`src/rtl/fetch_stage.sv`:
```
// Instruction-fetch stage: owns the PC, keeps one imem request outstanding, applies decode redirects.
// Optional FETCH_BUBBLE_COUNT_EN adds a free-running count of bubbles delivered to IF/ID.
module fetch_stage #(
  parameter logic [31:0] RESET_PC = 32'h0000_0000
) (
  input  logic        clock,
  input  logic        reset_n,
  input  logic        StallF,
  input  logic        PCSrcD,
  input  logic [31:0] pc_branch_D,
  input  logic        JumpD,
  input  logic [31:0] pc_jump_D,
  output logic        imem_req,
  output logic [31:0] imem_addr,
  input  logic        imem_gnt,
  input  logic        imem_rvalid,
  input  logic [31:0] imem_rdata,
  output logic [31:0] instruction_F,
  output logic [31:0] pc_plus_four_F,
  output logic        fetch_bubble_F
`ifdef FETCH_BUBBLE_COUNT_EN
  ,output logic [31:0] fetch_bubble_count
`endif
);

  typedef struct packed {
    logic [31:0] instr;
    logic [31:0] pc;
  } fetch_entry_t;

  logic [31:0]  pc_next;
  logic         inflight;
  logic [31:0]  inflight_pc;
  logic         kill;
  logic         buf_valid;
  fetch_entry_t buf_entry;

  logic         redirect;
  logic [31:0]  target;
  logic         resp;
  logic         resp_live;
  logic         slot_free;
  logic         grant;

  assign redirect  = (PCSrcD | JumpD) & ~StallF;
  assign target    = (PCSrcD ? pc_branch_D : pc_jump_D) & ~32'h3;
  assign resp      = imem_rvalid & inflight;
  // A response racing a redirect is already wrong-path, same as a killed one.
  assign resp_live = resp & ~kill & ~redirect;
  assign slot_free = ~inflight | resp;
  assign imem_req  = slot_free & ~StallF & reset_n;
  assign imem_addr = redirect ? target : pc_next;
  assign grant     = imem_req & imem_gnt;

  always_ff @(posedge clock or negedge reset_n) begin
    if (!reset_n) begin
      pc_next     <= RESET_PC & ~32'h3;
      inflight    <= 1'b0;
      inflight_pc <= 32'h0;
      kill        <= 1'b0;
    end else begin
      if (grant) begin
        inflight    <= 1'b1;
        inflight_pc <= imem_addr;
        pc_next     <= imem_addr + 32'd4;
      end else begin
        if (resp)     inflight <= 1'b0;
        if (redirect) pc_next  <= target;
      end
      if (resp)
        kill <= 1'b0;
      else if (redirect & inflight)
        kill <= 1'b1;
    end
  end

  // Hold entry: catches a good response that lands while IF/ID is stalled.
  always_ff @(posedge clock or negedge reset_n) begin
    if (!reset_n) begin
      buf_valid <= 1'b0;
      buf_entry <= '0;
    end else begin
      if (redirect & inflight & ~resp) begin
        buf_valid <= 1'b0;
      end else if (resp_live & StallF) begin
        buf_valid       <= 1'b1;
        buf_entry.instr <= imem_rdata;
        buf_entry.pc    <= inflight_pc;
      end else if (buf_valid & ~StallF) begin
        buf_valid <= 1'b0;
      end
    end
  end

  always_comb begin
    instruction_F  = 32'h0;
    pc_plus_four_F = 32'h0;
    fetch_bubble_F = 1'b1;
    if (buf_valid) begin
      instruction_F  = buf_entry.instr;
      pc_plus_four_F = buf_entry.pc + 32'd4;
      fetch_bubble_F = 1'b0;
    end else if (resp_live) begin
      instruction_F  = imem_rdata;
      pc_plus_four_F = inflight_pc + 32'd4;
      fetch_bubble_F = 1'b0;
    end
  end

`ifdef FETCH_BUBBLE_COUNT_EN
  always_ff @(posedge clock or negedge reset_n) begin
    if (!reset_n)
      fetch_bubble_count <= 32'h0;
    else if (~StallF & fetch_bubble_F)
      fetch_bubble_count <= fetch_bubble_count + 32'd1;
  end
`else
  // Bubble counter not built.
`endif

endmodule

```
`config.mk`:
```
export PLATFORM = sky130hd
export DESIGN_NAME = fetch_stage
export DESIGN_NICKNAME = d
export VERILOG_FILES = /design/src/rtl/fetch_stage.sv
export SDC_FILE = /design/constraint.sdc
export NUM_CORES = 1
export LEC_CHECK = 0
export BUFFER_PORTS_ARGS = -buffer_cell sky130_fd_sc_hd__buf_2
export CAP_MARGIN = 10
export CORE_AREA = 2 2 129 131
export DETAILED_ROUTE_END_ITERATION = 8
export DIE_AREA = 0 0 131 133
export PLACE_DENSITY = 0.87
export SETUP_SLACK_MARGIN = 0.05
export SYNTH_ARGS = -nofsm -noshare
export SYNTH_HDL_FRONTEND = slang
export SYNTH_SLANG_ARGS = --single-unit
```
`constraint.sdc`:
```
create_clock -name clock -period 2.45 [get_ports clock]
set_input_delay 0.3675 -clock clock [delete_from_list [all_inputs] [get_ports clock]]
set_output_delay 0.3675 -clock clock [all_outputs]
set_load 0.1 [all_outputs]
```
# --- Word level (Yosys, flattened, before mapping) ---
# Index checks and enable logic that the tools add are counted.
totals:
  mem_bits_rw: 0
  elab_cells: 49
  regBits: 131
  latch_bits: 0
  mem_count: 0
  romBits: 0
classes:
  n_addsub: 3
  n_div: 0
  bitwise_logic: 19
  n_lt_le_gt_ge: 0
  mul: 0
  n_reduce_logical: 4
  mux: 16
  eq_ne: 0
  shifts: 0
ops:
  columns: ["operator", "count"]
  rows:
  - ["32-bit two-way mux", 7]
  - ["32-bit by 3-bit adder with 32-bit output (second input constant)", 3]
  - ["1-bit bitwise AND", 11]
  - ["1-bit two-way mux", 9]
  - ["1-bit inverter", 6]
  - ["2-bit nonzero test", 2]
  - ["3-bit nonzero test", 1]
  - ["1-bit OR", 2]
  - ["2-bit AND reduction", 1]

# --- Logic depth before layout (Yosys ltp) ---
depth:
  ltp_word: 7
  mapped_depth: 13

# --- Least setup slack after synthesis ---
# OpenSTA, ideal clock, no wires.
synth_path:
  path_type: "input-to-output"
  startpoint: "input port JumpD"
  endpoint: "output port pc_plus_four_F[18]"
  stages: 6
  path_slack_ns: -1.382
  required_time_ns: 2.082
  path_buffers: 2
  arrival_time_ns: 3.465
  path_cell_list: "buf_4 o21ai_1 and3_1 clkbuf_1 inv_1 o21ai_0"
synth_between:
  elab_chain_len: 6
synth_rtl:
  columns: ["element", "line", "text"]
  rows:
  - ["start: declaration", "11", "input logic JumpD,"]
  - ["1-bit OR", "45", "assign redirect = (PCSrcD | JumpD) & ~StallF;"]
  - ["1-bit bitwise AND", "45", null]
  - ["1-bit inverter", "49", "assign resp_live = resp & ~kill & ~redirect;"]
  - ["1-bit bitwise AND", "49", null]
  - ["32-bit two-way mux", "103", "end else if (resp_live) begin"]
  - ["32-bit two-way mux", "99", "if (buf_valid) begin"]
  - ["end: declaration", "19", "output logic [31:0] pc_plus_four_F,"]
# Every way passes these cells.

# --- Worst setup path after layout ---
layout_path:
  startpoint: "register buf_entry[19] (netlist bit)"
  endpoint: "output port pc_plus_four_F[28]"
layout_between:
  elab_chain_len: 2
layout_rtl:
  columns: ["element", "line", "text"]
  rows:
  - ["start: declaration", "36", "fetch_entry_t buf_entry;"]
  - ["32-bit by 3-bit adder with 32-bit output", "101", "pc_plus_four_F = buf_entry.pc + 32'd4;"]
  - ["32-bit two-way mux", "99", null]
# Every way passes these cells.

==> results by group <==
Run status
  • Outcome: finished, violations left
  • Violated checks: negative setup slack

Synthesis
  • Post-synth EDFFs: 0
  • Yosys top cell by area: dfrtp_1
  • Most common library cells after synthesis: dfrtp_1, mux2_2, nand2_1
  • Netlist cell types: 47
  • Ys async rst share: 100.0%
  • Register area share after synthesis: 43.13%
  • Top FF cell, synth: dfrtp_1
  • Post-synth top area share: 43.13%
  • Yosys reg bits: 131
  • Top-count cell post-synth: dfrtp_1
  • Netlist Area Pre-Place: 7601 µm²
  • Synth area leaders: dfrtp_1, mux2_2, xnor2_1
  • Syn_area_per_cell: 10.11 µm²
  • Synth warn: 0
  • Post-Syn Nets: 858
  • Syn Inst Count: 752

GRT
  • GRT Resource Usage Total: 33.24%
  • Routing usage on met3: 6.955%
  • Largest net degree at the start of global routing: 69
  • GRT met1 Usage: 41.70%
  • Initial antenna violation count: 0
  • First-pass GRT wire length: 44460 µm
  • GRT busiest layer: met2
  • Vias in the first global route: 8128
  • Met2 usage: 54.00%
  • Total gr overflow: 0

Finish
  • Layout cells sized above 1: 61.47%
  • ANT cells: 0
  • Layout Area Growth over Synthesis: 72.30%
  • Number of fill cells in the layout: 739
  • Design area: 13100 µm²
  • Post-route insts no fill: 1292
  • NumNets Final: 1165

Detailed routing
  • Initial DRC Count: 906
  • Final ANT Viol Nets: 0
  • DRT Wirelength: 32310 µm
  • Drt pass-1 iters: 5
  • DRC: 0
  • WL/cell: 25.01 µm
  • Via total after detailed routing: 8164
  • Via density: 6.319

Clocking
  • Cts hold-fix bufs: 0
  • Clock-pin slew on the worst setup and hold paths: 0.07 ns
  • Longest Clk Path Bufs: 2
  • CTS tree: yes
  • Clk Latency, worst-skew pair: 0.45 ns
  • TritonCTS Buffers: 17
  • Clock sink count: 131
  • # H-tree levels: 4
  • Root buffer cell: clkbuf_16

Pwr
  • Power per cell area: 828.1 nW/µm²
  • Maximum VDD drop: 0.0005866 V
  • Tot Pwr: 10.85 mW
  • LEAKAGE: 5.545 nW

Die
  • Core area: 16170 µm²
  • Starting Density: 47.00%
  • Core Rows: 47
  • Die W: 131 µm
  • Die Ht: 133 µm
  • Top-Level Pins: 201
  • Die area: 17420 µm²

STA
  • RSZ-0062 raised after global routing: true
  • Fin crit share: 118.1%
  • PnR worst setup slack: -0.4446 ns
  • Slew Viols, Final: 0
  • Fin. Hold Viols: 0
  • Clk_skew: 0.01599 ns
  • Max Freq: 0.3455 GHz
  • Slew headroom: 36.00%
  • Tmin final: 2.895 ns
  • Final setup violation count: 21
  • Slew @ Worst Pin: 0.9600 ns
  • Hold Slack: 0.09747 ns

Critical path
  • CP Class: flip-flop to output pin
  • Critical path's largest stage delay: 0.37 ns
  • CP Data Arrival Time: 2.53 ns
  • Worst Path Max Fanout: 4
  • Slowest CP cell: dfrtp_1
  • Most frequent CP cell: nor3_4
  • Crit-path cells: nand4_1, nor3_4, nand3_2, buf_6, nor3_4, nand3_1, xnor2_1, a22o_4, buf_12
  • Worst EP required: 2.08 ns
  • Critical path endpoint category: output pin
  • Startpoint types: flip-flop

Placed design
  • Post-detail-place hpwl: 17330 µm
  • Placed Instances: 1220
  • PortBufs: 196
  • Routability congestion estimate: 0.9475
  • Placed Area: 11410 µm²

Flow run
  • Max-cap violation count: 0

Hold path
  • Hold crit path type: input pin to asynchronous set/reset pin
path summary, 6_finish.rpt:
kind | startpoint | end | slack, ns | cells after the start
hold / removal | reset_n | pc_next[24] | 0.1 | 2
min in group clock | imem_rdata[24] | buf_entry[56] | 0.18 | 2
hold reg to reg | buf_entry[54] | buf_entry[54] | 0.51 | 1
max in group asynchronous | reset_n | inflight_pc[20] | 1.59 | 2
setup reg to reg | pc_next[2] | pc_next[20] | 0.04 | 12
setup / recovery | buf_entry[19] | pc_plus_four_F[28] | -0.44 | 9
critical path: cells and delay by family (launching register included):
kind	cells	cell delay, ns
DFF	1	0.37
buffers and inverters	2	0.32
and+or+nand+nor	5	0.99
AOI/OAI and AO/OA	1	0.23
xor gates and xnor gates	1	0.17
cell families after synthesis:
kind of cell / after synthesis / share of synthesized area, %
and+or+nand+nor: 220 / 16.46
buffers and inverters: 77 / 4.625
xor gates and xnor gates: 85 / 9.794
adders and majority gates: 3 / 0.4939
muxes: 76 / 11.21
DFF: 131 / 43.13
AOI/OAI and AO/OA: 160 / 14.29
per-stage QoR:
step | TNS [ns] | util (%) | setup WS [ns]
2_1_floorplan | -3.499 | - | -0.2971
3_3_place_gp | -0.003719 | 70.55 | -0.003719
3_5_place_dp | -0.5442 | 70.55 | -0.1162
4_1_cts | -2.804 | 77.46 | -0.2368
5_1_grt | -6.923 | 80.98 | -0.5054
6_report | -5.978 | 80.98 | -0.4446
final cells by class:
cell class	instances	area (µm²)	area share [%]
Inverter	32	131.4	1.003
Multi-Input combinational cell	544	5250	40.09
Clock buffer	18	429.2	3.277
Timing Repair Buffer	333	3546	27.08
Tap cell	220	275.3	2.102
Clock inverter	14	177.7	1.357
Sequential cell	131	3287	25.10
state kept, by name, indices dropped and copies added (netlist names):
name         count
buf_entry       64
buf_valid        1
inflight         1
inflight_pc     32
kill             1
pc_next         32
report_power, final:
| group | switching (mW) | internal (mW) |
|---|---|---|
| clock network | 1.12 | 1.61 |
| logic | 2.74 | 1.90 |
| registers | 0.695 | 2.78 |
| total | 4.55 | 6.29 |
placed cells by master, fill, tap and decap left out, drive strengths merged, types with 5 or more instances in the layout:
cell type and count:
clkinv 7, nand3 32, a221oi 11, dfrtp 131, xnor2 43, o22ai 47
and4 5, nand2b 15, clkbuf 20, and2 5, nor4 9, xor2 42
and3 13, o21ai 38, buf 331, nand4 18, nor2 28, a21oi 15
a22o 39, inv 32, nor3 15, mux2 73, nand2 72
layer usage:
metal | share of wire, % | vias up | wire length [µm]
met4 | 7.2 | 0 | 2340
met3 | 10 | 204 | 3249
li1 | - | 3327 | -
met5 | 0 | - | 0
met2 | 47 | 742 | 15140
met1 | 36 | 3891 | 11580
what timing repair did:
item,in CTS,in global routing
endpoints found under the hold margin,0,0
resized for setup,75,69
setup buffers,17,23
cloned,0,1
setup endpoints to repair,68,82
pin swaps,34,39
Note: power is estimated with default switching activity, not from simulation.
